$ cat config.mk
export PLATFORM = sky130hd
export DESIGN_NAME = output_stage
export DESIGN_NICKNAME = d
export VERILOG_FILES = /design/src/rtl/output_stage_pkg.sv /design/src/rtl/result_slot.sv /design/src/rtl/output_stage.sv
export SDC_FILE = /design/constraint.sdc
export NUM_CORES = 1
export LEC_CHECK = 0
export BUFFER_PORTS_ARGS = -buffer_cell sky130_fd_sc_hd__buf_4
export CORE_MARGIN = 3
export CORE_UTILIZATION = 54
export CTS_BUF_LIST = sky130_fd_sc_hd__clkbuf_8
export CTS_CLUSTER_DIAMETER = 80
export CTS_CLUSTER_SIZE = 28
export DETAILED_ROUTE_END_ITERATION = 12
export GPL_TIMING_DRIVEN = 0
export PLACE_DENSITY_LB_ADDON = 0.05
export SKIP_CTS_REPAIR_TIMING = 1
export SLEW_MARGIN = 15
export SYNTH_ARGS = -nofsm -noshare
export SYNTH_HDL_FRONTEND = slang
export SYNTH_SLANG_ARGS = --single-unit
export TNS_END_PERCENT = 1
$ cat constraint.sdc
create_clock -name clk -period 1.9 [get_ports clk]
set_input_delay 0.57 -clock clk [delete_from_list [all_inputs] [get_ports clk]]
set_output_delay 0.57 -clock clk [all_outputs]
set_load 0.01 [all_outputs]
$ cat src/rtl/output_stage_pkg.sv
// -----------------------------------------------------------------------------
// output_stage_pkg
// Shared definitions for the output stage:
//   state_e    - FIFO occupancy state (EMPTY / ONE / FULL)
//   DEPTH      - number of result slots in the FIFO
//   Z_W        - residue width carried through the stage
//   CNT_W      - width of the delivered-results counter
//   even_par() - even parity over a {s, z} entry
// -----------------------------------------------------------------------------
package output_stage_pkg;

    localparam int DEPTH = 2;
    localparam int Z_W   = 4;
    localparam int CNT_W = 8;

    typedef enum logic [1:0] {
        EMPTY = 2'd0,
        ONE   = 2'd1,
        FULL  = 2'd2
    } state_e;

    // Even parity bit: makes the total number of ones in {par, v} even.
    function automatic logic even_par(input logic [Z_W:0] v);
        return ^v;
    endfunction

endpackage : output_stage_pkg

$ cat src/rtl/result_slot.sv
// -----------------------------------------------------------------------------
// result_slot
// One FIFO entry holding {s, z}. When load=1 the entry captures d_*; otherwise
// it holds its value. Optional parity bit is built only when
// OUTPUT_STAGE_PARITY_EN is defined.
// Ports:
//   clk, rst      - clock, asynchronous active-high reset
//   load          - capture d_* on the next rising edge
//   d_s, d_z      - incoming tag and residue
//   d_par         - incoming parity (OUTPUT_STAGE_PARITY_EN only)
//   q_s, q_z      - stored tag and residue
//   q_par         - stored parity (OUTPUT_STAGE_PARITY_EN only)
// -----------------------------------------------------------------------------
module result_slot
    import output_stage_pkg::*;
(
    input  logic           clk,
    input  logic           rst,
    input  logic           load,
    input  logic           d_s,
    input  logic [Z_W-1:0] d_z,
`ifdef OUTPUT_STAGE_PARITY_EN
    input  logic           d_par,
    output logic           q_par,
`endif
    output logic           q_s,
    output logic [Z_W-1:0] q_z
);

    logic           s_d, s_q;
    logic [Z_W-1:0] z_d, z_q;

    always_comb begin
        s_d = s_q;
        z_d = z_q;
        if (load) begin
            s_d = d_s;
            z_d = d_z;
        end
    end

    // NOTE: storage is reset because the head slot drives out_z/out_s directly
    // and those outputs must read zero while reset is asserted.
    always_ff @(posedge clk or posedge rst) begin
        if (rst) begin
            s_q <= 1'b0;
            z_q <= '0;
        end else begin
            s_q <= s_d;
            z_q <= z_d;
        end
    end

    assign q_s = s_q;
    assign q_z = z_q;

`ifdef OUTPUT_STAGE_PARITY_EN
    logic par_d, par_q;

    always_comb begin
        par_d = par_q;
        if (load) begin
            par_d = d_par;
        end
    end

    always_ff @(posedge clk or posedge rst) begin
        if (rst) begin
            par_q <= 1'b0;
        end else begin
            par_q <= par_d;
        end
    end

    assign q_par = par_q;
`endif

endmodule : result_slot

$ cat src/rtl/output_stage.sv
// -----------------------------------------------------------------------------
// output_stage
// Two-entry shift FIFO buffering third-stage residue results {s, z} for a
// valid/ready consumer. Slot 0 is always the head; slot 1 holds the second
// entry and shifts into slot 0 on a pop from FULL.
// Optional feature macro: OUTPUT_STAGE_PARITY_EN adds out_par, the even parity
// of {out_s, out_z}, computed at push time and stored with each entry.
// Ports:
//   clk, rst          - clock, asynchronous active-high reset
//   in_valid          - z3..z0 / s carry a result this cycle
//   z3, z2, z1, z0    - residue bits, z3 = MSB
//   s                 - operation tag (0 = add, 1 = subtract)
//   in_ready          - stage can accept a result (0 only when FULL)
//   out_valid         - out_z/out_s present a result
//   out_ready         - consumer accepts the presented result
//   out_z, out_s      - oldest buffered entry
//   out_par           - stored parity of the head entry (macro only)
//   drop_err          - sticky: a result was offered while in_ready=0
//   res_count         - results delivered, modulo 256
// -----------------------------------------------------------------------------
module output_stage
    import output_stage_pkg::*;
(
    input  logic             clk,
    input  logic             rst,
    input  logic             in_valid,
    input  logic             z3,
    input  logic             z2,
    input  logic             z1,
    input  logic             z0,
    input  logic             s,
    output logic             in_ready,
    output logic             out_valid,
    input  logic             out_ready,
    output logic [Z_W-1:0]   out_z,
    output logic             out_s,
`ifdef OUTPUT_STAGE_PARITY_EN
    output logic             out_par,
`endif
    output logic             drop_err,
    output logic [CNT_W-1:0] res_count
);

    state_e           state_d, state_q;
    logic             in_ready_q;
    logic             out_valid_q;
    logic             drop_err_d, drop_err_q;
    logic [CNT_W-1:0] res_count_d, res_count_q;

    logic [Z_W-1:0]   in_z;
    logic             push;
    logic             pop;

    logic             slot_load [DEPTH];
    logic             slot_d_s  [DEPTH];
    logic [Z_W-1:0]   slot_d_z  [DEPTH];
    logic             slot_s    [DEPTH];
    logic [Z_W-1:0]   slot_z    [DEPTH];

    assign in_z = {z3, z2, z1, z0};

    // Handshakes use registered ready/valid only, so there is no
    // combinational path from out_ready back to in_ready.
    assign push = in_valid & in_ready_q;
    assign pop  = out_valid_q & out_ready;

    // NOTE: every signal written in this block gets a default first, so no
    // path leaves a value unassigned and no latch is inferred.
    always_comb begin
        state_d      = state_q;
        drop_err_d   = drop_err_q;
        res_count_d  = res_count_q;
        slot_load[0] = 1'b0;
        slot_load[1] = 1'b0;

        // Slot 0 refills from slot 1 when draining FULL, else from the input.
        slot_d_s[0]  = (state_q == FULL) ? slot_s[1] : s;
        slot_d_z[0]  = (state_q == FULL) ? slot_z[1] : in_z;
        slot_d_s[1]  = s;
        slot_d_z[1]  = in_z;

        unique case (state_q)
            EMPTY: begin
                if (push) begin
                    slot_load[0] = 1'b1;
                    state_d      = ONE;
                end
            end
            ONE: begin
                if (push && pop) begin
                    // Head leaves and the new entry becomes the head.
                    slot_load[0] = 1'b1;
                end else if (push) begin
                    slot_load[1] = 1'b1;
                    state_d      = FULL;
                end else if (pop) begin
                    state_d      = EMPTY;
                end
            end
            FULL: begin
                // An offer while full is never accepted, even alongside a pop.
                if (in_valid) begin
                    drop_err_d = 1'b1;
                end
                if (pop) begin
                    slot_load[0] = 1'b1;
                    state_d      = ONE;
                end
            end
            default: begin
                state_d = EMPTY;
            end
        endcase

        if (pop) begin
            res_count_d = res_count_q + {{(CNT_W-1){1'b0}}, 1'b1};
        end
    end

    // NOTE: sequential state uses non-blocking assignments so every flop
    // samples the pre-edge values regardless of statement order.
    always_ff @(posedge clk or posedge rst) begin
        if (rst) begin
            state_q     <= EMPTY;
            in_ready_q  <= 1'b1;
            out_valid_q <= 1'b0;
            drop_err_q  <= 1'b0;
            res_count_q <= '0;
        end else begin
            state_q     <= state_d;
            in_ready_q  <= (state_d != FULL);
            out_valid_q <= (state_d != EMPTY);
            drop_err_q  <= drop_err_d;
            res_count_q <= res_count_d;
        end
    end

`ifdef OUTPUT_STAGE_PARITY_EN
    logic slot_d_par [DEPTH];
    logic slot_par   [DEPTH];
    logic in_par;

    assign in_par        = even_par({s, in_z});
    assign slot_d_par[0] = (state_q == FULL) ? slot_par[1] : in_par;
    assign slot_d_par[1] = in_par;
    assign out_par       = slot_par[0];
`endif

    for (genvar i = 0; i < DEPTH; i++) begin : g_slot
        result_slot u_slot (
            .clk   (clk),
            .rst   (rst),
            .load  (slot_load[i]),
            .d_s   (slot_d_s[i]),
            .d_z   (slot_d_z[i]),
`ifdef OUTPUT_STAGE_PARITY_EN
            .d_par (slot_d_par[i]),
            .q_par (slot_par[i]),
`endif
            .q_s   (slot_s[i]),
            .q_z   (slot_z[i])
        );
    end

    assign in_ready  = in_ready_q;
    assign out_valid = out_valid_q;
    assign out_z     = slot_z[0];
    assign out_s     = slot_s[0];
    assign drop_err  = drop_err_q;
    assign res_count = res_count_q;

endmodule : output_stage

==> results by group, run 1 <==
Finish
  – Fin nets: 127
  – Synth-to-layout area growth: 25.4%
  – N_diodes: 0
  – Filler cells: 137
  – Layout cells sized above 1: 34.5%

GRT
  – Initial antenna violation count: 0
  – First-pass GRT wire length: 3290 um
  – All-Layer GR Usage: 17.1%
  – Pin count of the biggest net entering global routing: 24
  – GRT Residual Overflow: 0
  – Vias in the first global route: 741

Detailed routing
  – Post-route ant nets: 0
  – Residual DRC: 0
  – First-pass DRT Iterations: 4
  – Routed via count: 707
  – Detailed Route WL: 1860 um
  – DR iter-0 viols: 7
  – DR WL/cell: 13.2 um
  – Vias/cell: 5.01

Timing
  – Tcrit/Tclk final: 80.9%
  – Final Max Slew Viols: 0
  – Worst-Margin Slew: 0.845 ns
  – FMAX: 0.650 GHz
  – Final setup fails: 0
  – Worst clock skew: 0.00230 ns
  – Rel. slew slack: 43.6%
  – Total negative setup slack: 0 ns
  – RSZ-0062 raised after global routing: no
  – Final hold violation count: 0
  – Fin crit period: 1.54 ns

Setup path
  – Crit path buf inv count: 0
  – Crit path depth: 4
  – Delay-heaviest family, CP: flip-flops
  – R2R Setup Slk: 0.36 ns
  – Worst stage delay on the critical path: 0.54 ns
  – Crit path from: in_ready
  – Worst Reg-to-Reg Cells: 4
  – WP data required: 2.05 ns
  – Setup CP Type: reg2reg
  – RR Endpoint: g_slot[1].u_slot.q_z[2]
  – Worst EP arrival: 1.68 ns
  – CP startpoint kind: flip-flop
  – CP endpoint: g_slot[1].u_slot.q_z[2]
  – Critical path's slowest cell: dfstp_2
  – Endpoint class of the critical path: flip-flop
  – Worst-path fanout max: 7
  – CP Cell Sequence: nand2_1, nor2_1, nand3_1, mux2_2
  – RR Startpoint: in_ready

Synthesis
  – Post-Syn Area: 1010 um2
  – Top-count cell post-synth: nand2_1
  – Cells after synthesis: 88
  – #FFs+latches synth: 23
  – EDFF count, synth: 0
  – Largest area contributor in the netlist: dfrtp_1
  – Syn avg cell area: 11.5 um2
  – Synth Net Count: 98
  – Register area share after synthesis: 57.1%
  – Async SR Flop Fraction: 100%
  – Synth Flop Type: dfrtp_1
  – Post-synth top area share: 54.5%
  – Post-synth top cells: nand2_1 (23), dfrtp_1 (22), mux2_2 (8)
  – Synth warn: 0
  – Netlist cell types: 25
  – Dominant cells by area after synthesis: dfrtp_1 (55%), mux2_2 (8.9%), nand2_1 (8.6%)

Clock tree
  – Clock Tree Buf Depth: 2
  – Clk_lat worst skew: 0.26 ns
  – CTS tree: yes
  – Num CTS Buffers: 3
  – Clock root cell: clkbuf_8
  – Clk sinks: 23
  – Clock slew seen by the registers of the worst setup and hold paths: 0.08 ns
  – Depth of the CTS H-tree: 1

Power and ir drop
  – Power share of the clock group: 14.6%
  – NetSw: 0.707 mW
  – Pleak: 0.621 nW
  – Internal power: 1.30 mW
  – Switching share of power: 35.2%
  – Design Power: 2.01 mW
  – Pwr Density: 1590 nW/um2
  – Logic pwr share: 40.6%
  – Sequential power share: 44.8%
  – VDD IR max: 1000 uV

Placement
  – GPL Wtd Cong: 0.740
  – Buffers on Ports: 24
  – Placed wire-length estimate: 1260 um

Floorplanning
  – IO Pins: 25
  – Die Area: 2420 um2
  – Cell Rows: 15
  – Die Height: 49.2 um
  – Die X-Extent: 49.2 um
  – Core footprint: 1750 um2
  – Starting Density: 57.8%

Flow run
  – Max_cap viols: 0

Worst hold path
  – Min-Delay Path Class: reg2reg

Status
  – Status: completed
cell families (layout without fill, tap and decap cells):
logic type      Yosys count  in the layout  share of synthesized area [%]
compound gates            9              9                           7.31
mux                      10             10                           11.2
xor+xnor                  7              7                           6.07
buf+inv                   2             30                          0.867
flops                    23             23                           57.1
fa+ha+maj                 1              1                           1.24
simple gates             36             36                           16.2
power groups by stage:
stage               sequential, mW  clock (mW)  combinational, mW
global placement             0.882           0              0.800
CTS                          0.893       0.295              0.823
detailed placement           0.898           0              0.819
finish                       0.899       0.293              0.816
global route                 0.930       0.316              0.899
floorplan                    0.936           0              0.448
worst min-delay path by stage:
stage / start / end / slack, ns / depth (start not counted)
2_1_floorplan: g_slot[1].u_slot.q_s / g_slot[1].u_slot.q_s / 0.48 / 1
3_3_place_gp: drop_err / drop_err / 0.44 / 1
3_5_place_dp: drop_err / drop_err / 0.45 / 1
4_1_cts: drop_err / drop_err / 0.47 / 1
5_1_grt: res_count[7] / res_count[7] / 0.48 / 1
6_report: res_count[7] / res_count[7] / 0.47 / 1
routing by layer:
layer | track usage, % | routed length, um | up-vias
li1 | - | - | 353
met1 | 22.9 | 908 | 337
met2 | 28.1 | 852 | 15
met3 | 3.36 | 84 | 2
met4 | 4.27 | 16 | 0
met5 | 0 | 0 | -
metrics by stage:
| stage | instance area, um2 | hold WS, ns | setup slack (ns) | instances | util (%) |
|---|---|---|---|---|---|
| after floorplan | 1010 | 0.479 | 0.407 | 88 | - |
| after global placement | 1220 | 0.444 | 0.204 | 137 | 70.0 |
| after detailed placement | 1220 | 0.448 | 0.182 | 137 | 70.0 |
| after CTS | 1270 | 0.469 | 0.354 | 141 | 72.5 |
| after global routing | 1270 | 0.481 | 0.275 | 141 | 72.5 |
| final | 1270 | 0.469 | 0.362 | 141 | 72.5 |
registers in the layout, summed over array words and instances, names as in the netlist:
signal             count
drop_err               1
g_slot.u_slot.q_z      8
res_count              8
out_valid              1
state_q                2
g_slot.u_slot.q_s      2
in_ready               1
cell usage in the layout, fill, tap and decap left out, types with 2 or more instances in the layout:
| cell | count |
|---|---|
| a21boi_0 | 2 |
| buf_4 | 24 |
| clkbuf_8 | 3 |
| dfrtp_1 | 22 |
| inv_1 | 2 |
| mux2_1 | 2 |
| mux2_2 | 8 |
| nand2_1 | 23 |
| nand3_1 | 2 |
| nand4_1 | 3 |
| nor2_1 | 3 |
| o21ai_0 | 2 |
| xnor2_1 | 5 |
| xor2_1 | 2 |
worst reg2reg max path: stages, from the launching register on:
cell and delay, ns:
dfstp_2 0.54, nand2_1 0.13, nor2_1 0.12, nand3_1 0.27, mux2_2 0.37
area by class of cell:
class	count	area [um2]	share of cell area (%)
clock inverters	1	3.75	0.296
well taps	25	31.3	2.47
multi-input cells	63	424	33.5
flip-flops and latches	23	577	45.6
clock buffers	3	41.3	3.26
plain buffers	1	5.00	0.395
repair buffers	24	180	14.2
inverters	1	3.75	0.296
(Power assumes the default switching activity.)
==> inputs of run 2 (changes only) <==
--- a/config.mk
+++ b/config.mk
@@ -5,9 +5,10 @@
 export SDC_FILE = /design/constraint.sdc
 export NUM_CORES = 1
 export LEC_CHECK = 0
+export ABC_AREA = 1
 export BUFFER_PORTS_ARGS = -buffer_cell sky130_fd_sc_hd__buf_4
 export CORE_MARGIN = 3
-export CORE_UTILIZATION = 54
+export CORE_UTILIZATION = 49
 export CTS_BUF_LIST = sky130_fd_sc_hd__clkbuf_8
 export CTS_CLUSTER_DIAMETER = 80
 export CTS_CLUSTER_SIZE = 28
==> constraint.sdc (replaced) <==
create_clock -name clk -period 1.3 [get_ports clk]
set_input_delay 0.39 -clock clk [delete_from_list [all_inputs] [get_ports clk]]
set_output_delay 0.39 -clock clk [all_outputs]
set_load 0.01 [all_outputs]
==> results by group, run 2 <==
Detailed routing
  – Met3 WL post-DR: 109 um (+30%)
  – Routed via count: 880 (+24%)
  – Top routing layer used: met4
  – DR WL/cell: 11.6 um (-12%)
  – DR iter-0 viols: 25 (+18)
  – Detailed Route WL: 2180 um (+17%)
  – Vias/cell: 4.71 (-6.1%)
  – First-pass DRT Iterations: 4 (unchanged)
  – Post-route ant nets: 0 (unchanged)
  – Met1 WL: 1050 um (+16%)
  – Residual DRC: 0 (unchanged)
  – Routed length on met2: 982 um (+15%)

Synthesis
  – Syn avg cell area: 8.14 um2 (-29%)
  – Netlist cell types: 20 (-20%)
  – EDFF count, synth: 0 (unchanged)
  – Dominant cells by area after synthesis: dfrtp_1 (51%), nand2_1 (21%), inv_1 (4.9%)
  – Post-synth top area share: 51.2% (-3.3 points)
  – Async SR Flop Fraction: 100% (unchanged)
  – Synth warn: 0 (unchanged)
  – Synth Net Count: 142 (+45%)
  – Register area share after synthesis: 53.7% (-3.5 points)
  – Post-Syn Area: 1070 um2 (+6.4%)
  – #FFs+latches synth: 23 (unchanged)
  – Synth Flop Type: dfrtp_1
  – Largest area contributor in the netlist: dfrtp_1
  – Cells after synthesis: 132 (+50%)
  – Top-count cell post-synth: nand2_1
  – Post-synth top cells: nand2_1 (59), dfrtp_1 (22), inv_1 (14)

Power and ir drop
  – Power share of the clock group: 14.2% (-0.4 points)
  – NetSw: 1.32 mW (+87%)
  – Design Power: 3.19 mW (+59%)
  – Internal power: 1.86 mW (+43%)
  – Pwr Density: 2340 nW/um2 (+47%)
  – Switching share of power: 41.5% (+6.3 points)
  – Pleak: 0.760 nW (+22%)
  – Logic pwr share: 43.7% (+3.1 points)
  – VDD IR max: 1430 uV (+43%)
  – Sequential power share: 42.2% (-2.6 points)

Clock tree
  – Clock Tree Buf Depth: 2 (unchanged)
  – Clk sinks: 23 (unchanged)
  – Clk_lat worst skew: 0.27 ns (about the same)
  – CTS tree: yes
  – Clock root cell: clkbuf_8
  – Depth of the CTS H-tree: 1 (unchanged)
  – Clock slew seen by the registers of the worst setup and hold paths: 0.08 ns (about the same)
  – Num CTS Buffers: 3 (unchanged)

Placement
  – Pre-CTS setup slack: 0.00803 ns (-0.174 ns)
  – Buffers on Ports: 24 (unchanged)
  – Placed wire-length estimate: 1580 um (+25%)
  – GPL Wtd Cong: 0.738 (-0.23%)

Timing
  – Final Max Slew Viols: 0 (unchanged)
  – Final setup fails: 1 (+1)
  – Tcrit/Tclk final: 101%
  – Worst clock skew: 0.00244 ns (+0.000134 ns)
  – Min setup slack post-route: -0.0126 ns (-0.375 ns)
  – FMAX: 0.762 GHz
  – Worst-Margin Slew: 0.871 ns (+0.0261 ns)
  – Rel. slew slack: 41.9% (-1.7 points)
  – RSZ-0062 raised after global routing: yes
  – Final hold violation count: 0 (unchanged)
  – Worst hold slack: 0.300 ns (-0.169 ns)
  – Total negative setup slack: -0.0126 ns (-0.0126 ns)
  – Fin crit period: 1.31 ns

Floorplanning
  – Starting Density: 53.2% (-4.7 points)
  – Die X-Extent: 52.8 um (+7.3%)
  – Die Height: 52.8 um (+7.3%)
  – Die Area: 2790 um2 (+15%)
  – Cell Rows: 16 (+1)
  – IO Pins: 25 (unchanged)
  – Core footprint: 2020 um2 (+16%)

Setup path
  – WP data required: 0.91 ns (-1.14 ns)
  – RR Startpoint: in_ready
  – CP startpoint kind: flip-flop
  – Worst EP arrival: 0.92 ns (-0.76 ns)
  – Endpoint class of the critical path: output port
  – Worst-path fanout max: 2 (-5)
  – Setup CP Type: reg2out
  – CP Cell Sequence: buf_6
  – Crit path buf inv count: 1 (+1)
  – Crit path from: in_ready
  – Critical path's slowest cell: dfstp_2
  – Worst stage delay on the critical path: 0.55 ns (about the same)
  – Delay-heaviest family, CP: flip-flops
  – R2R Setup Slk: 0.09 ns (-0.27 ns)

Status
  – Status: finished, violations left
  – Failing checks: setup timing

GRT
  – First-pass GRT wire length: 3780 um (+15%)
  – GRT Residual Overflow: 0 (unchanged)
  – Initial antenna violation count: 0 (unchanged)
  – Pin count of the biggest net entering global routing: 24 (unchanged)
  – All-Layer GR Usage: 18.5% (+1.4 points)
  – Vias in the first global route: 890 (+20%)

Finish
  – Most common cell after layout, fill and taps aside: nand2_1
  – Highest-count cells in the layout ignoring fill and taps: nand2_1 (57), buf_4 (23), dfrtp_1 (22)
  – Synth-to-layout area growth: 26.9%
  – Layout cells sized above 1: 25.6% (-8.9 points)
  – Fin nets: 171 (+35%)
  – N_diodes: 0 (unchanged)

Worst hold path
  – Min-Delay Path Class: in2async

Flow run
  – Max_cap viols: 0 (unchanged)
-- run 2: power by group through the flow --
| stage | combinational [mW] | sequential [mW] | clock (mW) |
|---|---|---|---|
| floorplan | 0.747 | 1.39 | 0 |
| global placement | 1.31 | 1.32 | 0 |
| detailed placement | 1.34 | 1.33 | 0 |
| CTS | 1.35 | 1.32 | 0.461 |
| global route | 1.59 | 1.38 | 0.487 |
| finish | 1.39 | 1.34 | 0.452 |
-- run 2: kinds of logic (layout without fill, tap and decap cells) --
| logic type | after synthesis | in the layout | synth area share, % |
|---|---|---|---|
| flip-flops | 23 | 23 | 53.7 |
| AND/OR/NAND/NOR | 82 | 82 | 32.9 |
| XOR/XNOR | 3 | 3 | 2.45 |
| buffers and inverters | 16 | 44 | 5.59 |
| adder cells (fa/ha/maj) | 1 | 1 | 1.16 |
| AO/OA/AOI/OAI | 7 | 7 | 4.19 |
-- run 2: final timing paths --
path                       cells past startpoint                      end
max in group asynchronous                      2  g_slot[0].u_slot.q_z[0]
hold / removal                                 2             res_count[4]
min in group clk                               3  g_slot[1].u_slot.q_z[1]
setup reg to reg                               5  g_slot[0].u_slot.q_z[1]
hold reg to reg                                1                 drop_err
setup / recovery                               1                 in_ready
-- run 2: metal layers --
layer	vias to the layer above	GRT usage [%]
met5	-	0
met4	0	7.66
met3	4	2.56
met2	18	29.8
met1	397	24.8
li1	461	-
-- run 2: final cells by class --
type                    instances  area [um2]
fillers                       164         658
clock inverters                 1        5.00
well taps                      27        33.8
inverters                      16        62.6
clock buffers                   3        41.3
multi-input cells              93         460
repair buffers                 24         184
flip-flops and latches         23         577
-- run 2: worst reg2reg max path, cell delays in order (launching register included) --
cell and delay [ns]:
dfstp_2 0.55, nand2_2 0.10, o21ai_4 0.23, nand2_4 0.10
nand2_1 0.08, nand2_1 0.05
-- run 2: metrics by stage --
stage	area, um2	cells	utilization [%]
global route	1360	187	67.5
detailed placement	1290	183	63.7
global placement	1290	183	63.7
CTS	1340	187	66.0
floorplan	1070	132	-
finish	1360	187	67.5
